--- config.mk ---
export PLATFORM = sky130hd
export DESIGN_NAME = nonce_reporter_flat
export DESIGN_NICKNAME = d
export VERILOG_FILES = /design/src/rtl/nonce_pkg.sv /design/src/rtl/nonce_reporter_if.sv /design/src/rtl/nonce_fifo.sv /design/src/rtl/nonce_reporter.sv /design/src/flat_wrapper.sv
export SDC_FILE = /design/constraint.sdc
export NUM_CORES = 1
export LEC_CHECK = 0
export BUFFER_PORTS_ARGS = -buffer_cell sky130_fd_sc_hd__buf_2
export CAP_MARGIN = 10
export CELL_PAD_IN_SITES_DETAIL_PLACEMENT = 0
export CELL_PAD_IN_SITES_GLOBAL_PLACEMENT = 1
export CORE_UTILIZATION = 35
export CTS_CLUSTER_SIZE = 10
export DETAILED_ROUTE_END_ITERATION = 16
export PLACE_DENSITY_LB_ADDON = 0.1
export SYNTH_ARGS = -nofsm -noshare
export SYNTH_HDL_FRONTEND = slang
export SYNTH_SLANG_ARGS = --single-unit
--- constraint.sdc ---
create_clock -name clk -period 2.8 [get_ports clk]
set_input_delay 0.28 -clock clk [delete_from_list [all_inputs] [get_ports clk]]
set_output_delay 0.28 -clock clk [all_outputs]
set_load 0.1 [all_outputs]
--- src/rtl/nonce_pkg.sv ---
// ============================================================================
// Module   : nonce_pkg
// Brief    : Shared widths, frame constants and FSM state type for the reporter.
// Revision : 1.0 - initial release
// ============================================================================
`default_nettype none

package nonce_pkg;

  localparam int NONCE_W  = 32;
  localparam int FLAG_BIT = 32;

  localparam logic [7:0]  DEFAULT_SYNC_BYTE = 8'hA5;
  localparam logic [15:0] COUNT_MAX         = 16'hFFFF;

  typedef enum logic [1:0] {
    IDLE = 2'd0,
    HDR  = 2'd1,
    DATA = 2'd2
  } rpt_state_t;

  // Saturating increment for the found-nonce counter.
  function automatic logic [15:0] sat_inc16(input logic [15:0] v);
    return (v == COUNT_MAX) ? v : v + 16'd1;
  endfunction

endpackage

`default_nettype wire

--- src/rtl/nonce_reporter_if.sv ---
// ============================================================================
// Module   : nonce_reporter_if
// Brief    : Checker input, UART byte stream and status bundle of the reporter.
// Revision : 1.0 - initial release
// ============================================================================
`default_nettype none

interface nonce_reporter_if;
  import nonce_pkg::*;

  logic              chk_valid;
  logic [FLAG_BIT:0] flag_plus_nonce;
  logic              clear;
  logic [7:0]        tx_data;
  logic              tx_valid;
  logic              tx_ready;
  logic [15:0]       found_count;
  logic              overflow;
  logic              fifo_empty;

  modport slave (
    input  chk_valid, flag_plus_nonce, clear, tx_ready,
    output tx_data, tx_valid, found_count, overflow, fifo_empty
  );

  modport master (
    output chk_valid, flag_plus_nonce, clear, tx_ready,
    input  tx_data, tx_valid, found_count, overflow, fifo_empty
  );

endinterface

`default_nettype wire

--- src/rtl/nonce_fifo.sv ---
// ============================================================================
// Module   : nonce_fifo
// Brief    : Synchronous FIFO with wrap-bit pointers; caller gates push on full.
// Revision : 1.0 - initial release
// ============================================================================
`default_nettype none

module nonce_fifo
  import nonce_pkg::*;
#(
  parameter int DEPTH = 4,
  parameter int WIDTH = NONCE_W
) (
  input  wire logic             clk,
  input  wire logic             rst,
  input  wire logic             clear,
  input  wire logic             push,
  input  wire logic             pop,
  input  wire logic [WIDTH-1:0] wdata,
  output logic      [WIDTH-1:0] rdata,
  output logic                  full,
  output logic                  empty
);

  localparam int AW = $clog2(DEPTH);

  logic [AW:0]      r_wr_ptr;
  logic [AW:0]      r_rd_ptr;
  logic [WIDTH-1:0] r_mem [DEPTH];
  logic             w_do_pop;

  assign empty    = (r_wr_ptr == r_rd_ptr);
  assign full     = (r_wr_ptr[AW] != r_rd_ptr[AW]) &&
                    (r_wr_ptr[AW-1:0] == r_rd_ptr[AW-1:0]);
  assign w_do_pop = pop && !empty;
  assign rdata    = r_mem[r_rd_ptr[AW-1:0]];

  always_ff @(posedge clk or posedge rst) begin
    if (rst) begin
      r_wr_ptr <= '0;
      r_rd_ptr <= '0;
    end else if (clear) begin
      r_wr_ptr <= '0;
      r_rd_ptr <= '0;
    end else begin
      if (push)     r_wr_ptr <= r_wr_ptr + (AW+1)'(1);
      if (w_do_pop) r_rd_ptr <= r_rd_ptr + (AW+1)'(1);
    end
  end

  // Storage needs no reset; the pointers alone define what is valid.
  always_ff @(posedge clk) begin
    if (push && !clear) r_mem[r_wr_ptr[AW-1:0]] <= wdata;
  end

endmodule

`default_nettype wire

--- src/rtl/nonce_reporter.sv ---
// ============================================================================
// Module   : nonce_reporter
// Brief    : Queues winning nonces and sends them as SYNC+4-byte frames to UART.
// Revision : 1.0 - initial release
// ============================================================================
`default_nettype none

module nonce_reporter
  import nonce_pkg::*;
#(
  parameter int         DEPTH     = 4,
  parameter logic [7:0] SYNC_BYTE = DEFAULT_SYNC_BYTE
) (
  input  wire logic        clk,
  input  wire logic        rst,
  nonce_reporter_if.slave  bus
);

  logic               w_push_req;
  logic               w_push;
  logic               w_pop;
  logic               w_full;
  logic               w_empty;
  logic [NONCE_W-1:0] w_head;

  rpt_state_t         r_state;
  logic [NONCE_W-1:0] r_shift;
  logic [1:0]         r_byte_idx;
  logic [7:0]         r_tx_data;
  logic               r_tx_valid;
  logic [15:0]        r_found_count;
  logic               r_overflow;

  assign w_push_req = bus.chk_valid && bus.flag_plus_nonce[FLAG_BIT];
  assign w_pop      = (r_state == IDLE) && !w_empty && !bus.clear;
  // A full FIFO still accepts a push when the head leaves on the same edge.
  assign w_push     = w_push_req && (!w_full || w_pop) && !bus.clear;

  nonce_fifo #(
    .DEPTH (DEPTH),
    .WIDTH (NONCE_W)
  ) u_fifo (
    .clk   (clk),
    .rst   (rst),
    .clear (bus.clear),
    .push  (w_push),
    .pop   (w_pop),
    .wdata (bus.flag_plus_nonce[NONCE_W-1:0]),
    .rdata (w_head),
    .full  (w_full),
    .empty (w_empty)
  );

  always_ff @(posedge clk or posedge rst) begin
    if (rst) begin
      r_state    <= IDLE;
      r_shift    <= '0;
      r_byte_idx <= 2'd0;
      r_tx_data  <= 8'h00;
      r_tx_valid <= 1'b0;
    end else if (bus.clear) begin
      r_state    <= IDLE;
      r_byte_idx <= 2'd0;
      r_tx_valid <= 1'b0;
    end else begin
      case (r_state)
        IDLE: begin
          if (w_pop) begin
            r_shift    <= w_head;
            r_tx_data  <= SYNC_BYTE;
            r_tx_valid <= 1'b1;
            r_state    <= HDR;
          end
        end
        HDR: begin
          if (bus.tx_ready) begin
            r_tx_data  <= r_shift[NONCE_W-1 -: 8];
            r_byte_idx <= 2'd0;
            r_state    <= DATA;
          end
        end
        DATA: begin
          if (bus.tx_ready) begin
            r_shift <= {r_shift[NONCE_W-9:0], 8'h00};
            if (r_byte_idx == 2'd3) begin
              r_tx_valid <= 1'b0;
              r_state    <= IDLE;
            end else begin
              r_byte_idx <= r_byte_idx + 2'd1;
              r_tx_data  <= r_shift[NONCE_W-9 -: 8];
            end
          end
        end
        default: begin
          r_tx_valid <= 1'b0;
          r_state    <= IDLE;
        end
      endcase
    end
  end

  // Dropped winners still count; the counter tracks what the checker found.
  always_ff @(posedge clk or posedge rst) begin
    if (rst) begin
      r_found_count <= 16'h0000;
      r_overflow    <= 1'b0;
    end else if (bus.clear) begin
      r_found_count <= 16'h0000;
      r_overflow    <= 1'b0;
    end else if (w_push_req) begin
      r_found_count <= sat_inc16(r_found_count);
      if (w_full && !w_pop) r_overflow <= 1'b1;
    end
  end

  assign bus.tx_data     = r_tx_data;
  assign bus.tx_valid    = r_tx_valid;
  assign bus.found_count = r_found_count;
  assign bus.overflow    = r_overflow;
  assign bus.fifo_empty  = w_empty;

endmodule

`default_nettype wire

--- src/flat_wrapper.sv ---
// flat-port wrapper written by rule: the top's interface ports become plain ports
module nonce_reporter_flat import nonce_pkg::*;
#(
  parameter int         DEPTH     = 4,
  parameter logic [7:0] SYNC_BYTE = DEFAULT_SYNC_BYTE
)
  (clk, rst, bus_chk_valid, bus_flag_plus_nonce, bus_clear, bus_tx_ready, bus_tx_data, bus_tx_valid, bus_found_count, bus_overflow, bus_fifo_empty);
  nonce_reporter_if bus_i ();
  input  wire logic clk;
  input  wire logic rst;
  input wire logic [$bits(bus_i.chk_valid)-1:0] bus_chk_valid;
  input wire logic [$bits(bus_i.flag_plus_nonce)-1:0] bus_flag_plus_nonce;
  input wire logic [$bits(bus_i.clear)-1:0] bus_clear;
  input wire logic [$bits(bus_i.tx_ready)-1:0] bus_tx_ready;
  output wire logic [$bits(bus_i.tx_data)-1:0] bus_tx_data;
  output wire logic [$bits(bus_i.tx_valid)-1:0] bus_tx_valid;
  output wire logic [$bits(bus_i.found_count)-1:0] bus_found_count;
  output wire logic [$bits(bus_i.overflow)-1:0] bus_overflow;
  output wire logic [$bits(bus_i.fifo_empty)-1:0] bus_fifo_empty;
  assign bus_i.chk_valid = bus_chk_valid;
  assign bus_i.flag_plus_nonce = bus_flag_plus_nonce;
  assign bus_i.clear = bus_clear;
  assign bus_i.tx_ready = bus_tx_ready;
  assign bus_tx_data = bus_i.tx_data;
  assign bus_tx_valid = bus_i.tx_valid;
  assign bus_found_count = bus_i.found_count;
  assign bus_overflow = bus_i.overflow;
  assign bus_fifo_empty = bus_i.fifo_empty;
  nonce_reporter #(.DEPTH(DEPTH), .SYNC_BYTE(SYNC_BYTE)) u_core (.clk(clk), .rst(rst), .bus(bus_i));
endmodule
==> flow_metrics.env <==
export IMPL_outcome="finished clean"
export IMPL_grt_pass1_wl_um=27300
export IMPL_boundaryPins=65
export IMPL_cts_tree="done"
export IMPL_synth_compound_area_share_pct=5.34
export IMPL_core_rowCount=56
export IMPL_cp_required_ns=3.12
export IMPL_maxCapViolCount=0
export IMPL_synth_area_leaders="edfxtp_1, dfrtp_1, mux2_2"
export IMPL_r2r_cells=6
export IMPL_synth_xor_xnor_area_share_pct=0.947
export IMPL_vias=4585
export IMPL_muxShareOfSynthArea_pct=15.8
export IMPL_syn_avg_cell_area_um2=15.9
export IMPL_die_w_um=156
export IMPL_worstPathArrival_ns=2.62
export IMPL_synth_top_area_share_pct=46.2
export IMPL_core_um2=23400
export IMPL_port_buffer_count=64
export IMPL_gp_congestion=0.728
export IMPL_antenna_found_initial=0
export IMPL_drc_errors=0
export IMPL_grt_pass1_vias=4718
export IMPL_worstSetupStartpointType="flop"
export IMPL_powerDensity_nw_per_um2=850
export IMPL_syn_area_um2=8320
export IMPL_yosysMostFrequentCell="edfxtp_1"
export IMPL_worstSkewPairLatency_ns=0.43
export IMPL_grt_max_degree=69
export IMPL_post_cts_buffers=0
export IMPL_period_share_pct=82.3
export IMPL_period_needed_ns=2.30
export IMPL_synth_adder_area_share_pct=1.65
export IMPL_ys_dominant_reg_cell="edfxtp_1"
export IMPL_fin_tns_setup_ns=0
export IMPL_max_slew_worst_pin_slew_ns=0.839
export IMPL_numCtsBuffers=17
export IMPL_wl_um=17200
export IMPL_place_detailed_hpwl_um=11200
export IMPL_rsz0062_at_grt="false"
export IMPL_drv_slew=0
export IMPL_hp_start="bus_flag_plus_nonce[13]"
export IMPL_path_buf_inv=2
export IMPL_setup_viol=0
export IMPL_start_util_pct=35.6
export IMPL_synthToLayoutAreaGrowth_pct=15.9
export IMPL_synthSimpleGateAreaFrac_pct=7.43
export IMPL_slowest_stage="ha_1"
export IMPL_first_pass_iters=4
export IMPL_hp_class="in2reg"
export IMPL_synth_enable_flop_cells=128
export IMPL_routedWlPerCell_um=18.5
export IMPL_synth_top_family_by_area="multiplexers"
export IMPL_h_tree_depth=4
export IMPL_nNetsFinal=648
export IMPL_postLayoutCoreUtil_pct=41.2
export IMPL_crit_path_end_kind="flop"
export IMPL_crit_fanout=18
export IMPL_final_hold_viol_count=0
export IMPL_vias_per_cell=4.92
export IMPL_final_antenna_net_count=0
export IMPL_root_buffer="clkbuf_16"
export IMPL_reg2reg_from="u_core.r_state[0]$_DFFE_PP0P_"
export IMPL_clk_path_buf_depth=2
export IMPL_maxSlewHeadroom_pct=43.6
export IMPL_drive_gt1_share_pct=32.4
export IMPL_die_area_um2=24400
export IMPL_leakagePower_nw=3.52
export IMPL_min_to="u_core.u_fifo.r_mem[0][13]$_DFFE_PP_"
export IMPL_yosys_cell_types_count=52
export IMPL_cts_hold_buf=1
export IMPL_synth_common_cells="edfxtp_1, dfrtp_1, mux2_2"
export IMPL_yosysTopAreaCell="edfxtp_1"
export IMPL_clk_pin_slew_worst_paths_ns=0.07
export IMPL_dieHeight_um=156
export IMPL_yosysSeqAreaShare_pct=66.6
export IMPL_crit_family="adder cells"
export IMPL_clock_sinks=196
export IMPL_ys_async_sr_fraction_pct=34.7
export IMPL_drtIter0Drc=229
export IMPL_track_usage_pct=15.0
export IMPL_ctsResizeCount=0
export IMPL_yosys_warnings=0
export IMPL_synth_net_count=573
export IMPL_whs_path_depth=1
export IMPL_fmax_mhz=434
export IMPL_path_cells="inv_1, ha_1, inv_2, nand2_1, o221ai_1, mux2_2"
export IMPL_grt_ovfl_total=0
export IMPL_reg2reg_slack_ns=0.50
export IMPL_ys_seq_elements=196
export IMPL_synth_cells=524
export IMPL_worstReg2RegEnd="u_core.r_shift[29]$_DFFE_PP0P_"
export IMPL_final_fill_count=2180
export IMPL_path_class="reg2reg"
export IMPL_skew_ns=0.0106
export IMPL_ir_drop_v=0.000438
export IMPL_diodes=0
export IMPL_slowest_delay_ns=0.55
cell usage in the layout, fill, tap and decap left out, types with 3 or more instances in the layout:
| cell type | instances |
|---|---|
| and2_1 | 5 |
| mux2_2 | 50 |
| o31ai_1 | 7 |
| a21oi_1 | 13 |
| edfxtp_1 | 128 |
| nor4_1 | 5 |
| inv_8 | 3 |
| o221ai_1 | 8 |
| clkinv_4 | 3 |
| inv_6 | 4 |
| clkbuf_16 | 17 |
| o2bb2ai_1 | 8 |
| a311oi_1 | 3 |
| nor2b_1 | 4 |
| or4_1 | 3 |
| mux4_2 | 24 |
| nand2_1 | 31 |
| buf_12 | 3 |
| dfrtp_1 | 66 |
| or3_1 | 6 |
| nand3_1 | 12 |
| nand2b_1 | 5 |
| a21boi_0 | 5 |
| o21ai_0 | 9 |
| buf_2 | 64 |
| ha_1 | 11 |
| nor3_1 | 4 |
| xnor2_1 | 5 |
| inv_1 | 15 |
| mux2i_1 | 21 |
| xor2_1 | 4 |
| nor2_1 | 18 |
| buf_4 | 11 |
worst register-to-register path: cells and delay by family, from the launching register on:
kind                       cells  cell delay, ns
AOI/OAI and AO/OA              1            0.18
adders and majority gates      1            0.55
buffers and inverters          2            0.47
DFF                            1            0.39
muxes                          1            0.28
and+or+nand+nor                1            0.33
where the power goes:
part / internal [mW] / switching (mW)
Sequential: 3.42 / 0.182
Clock: 1.26 / 1.12
Combinational: 0.941 / 1.28
registers in the layout, summed over array words and instances, names as in the netlist:
| signal | count |
|---|---|
| u_core.r_byte_idx | 2 |
| u_core.bus.tx_data | 8 |
| u_core.r_shift | 32 |
| u_core.bus.overflow | 1 |
| u_core.u_fifo.r_wr_ptr | 3 |
| u_core.u_fifo.r_rd_ptr | 3 |
| u_core.r_state | 2 |
| u_core.u_fifo.r_mem | 128 |
| u_core.bus.tx_valid | 1 |
| u_core.bus.found_count | 16 |
per-layer routing:
| metal | share of wire, % | global-route usage [%] |
|---|---|---|
| met5 | 0 | 0 |
| met4 | 1.2 | 4.53 |
| met3 | 2.7 | 2.94 |
| met2 | 48 | 24.4 |
| met1 | 48 | 20.4 |
cell type report:
cell class / count / area (um^2) / area share, %
multi-input combinational: 288 / 2600 / 26.9
clock inverter: 13 / 138 / 1.43
sequential: 196 / 5550 / 57.5
inverter: 17 / 63.8 / 0.661
tap: 319 / 399 / 4.14
timing repair buffer: 79 / 473 / 4.90
clock buffer: 19 / 433 / 4.49
worst max path at each step:
stage                                        endpoint                                  start  cells after the start  slack [ns]
3_3_place_gp           u_core.r_shift[28]$_DFFE_PP0P_          u_core.r_state[0]$_DFFE_PP0P_                      6        0.55
2_1_floorplan  u_core.bus.found_count[10]$_DFFE_PP0P_  u_core.bus.found_count[1]$_DFFE_PP0P_                      5        0.31
3_5_place_dp           u_core.r_shift[27]$_DFFE_PP0P_          u_core.r_state[0]$_DFFE_PP0P_                      6        0.47
4_1_cts                u_core.r_shift[27]$_DFFE_PP0P_          u_core.r_state[0]$_DFFE_PP0P_                      6        0.46
5_1_grt                u_core.r_shift[31]$_DFFE_PP0P_          u_core.r_state[0]$_DFFE_PP0P_                      6        0.23
6_report               u_core.r_shift[29]$_DFFE_PP0P_          u_core.r_state[0]$_DFFE_PP0P_                      6        0.50
cells by family (layout without fill, tap and decap cells):
group | count (synthesis) | count (layout)
AO/OA/AOI/OAI | 63 | 63
XOR/XNOR | 9 | 9
flip-flops | 196 | 196
AND/OR/NAND/NOR | 110 | 110
multiplexers | 95 | 95
adder cells (fa/ha/maj) | 11 | 11
buffers and inverters | 40 | 128
stage by stage:
stage	cells	worst slack, ns	hold slack (ns)	cell area [um^2]	power [mW]
final	931	0.496	0.0574	9650	8.21
after detailed placement	898	0.468	0.399	9070	5.92
after global routing	931	0.227	0.0467	9650	8.60
after global placement	898	0.546	0.393	9070	5.89
after floorplan	524	0.309	0.379	8330	5.38
after CTS	931	0.455	0.0443	9650	8.33
Note: power is estimated with default switching activity, not from simulation.
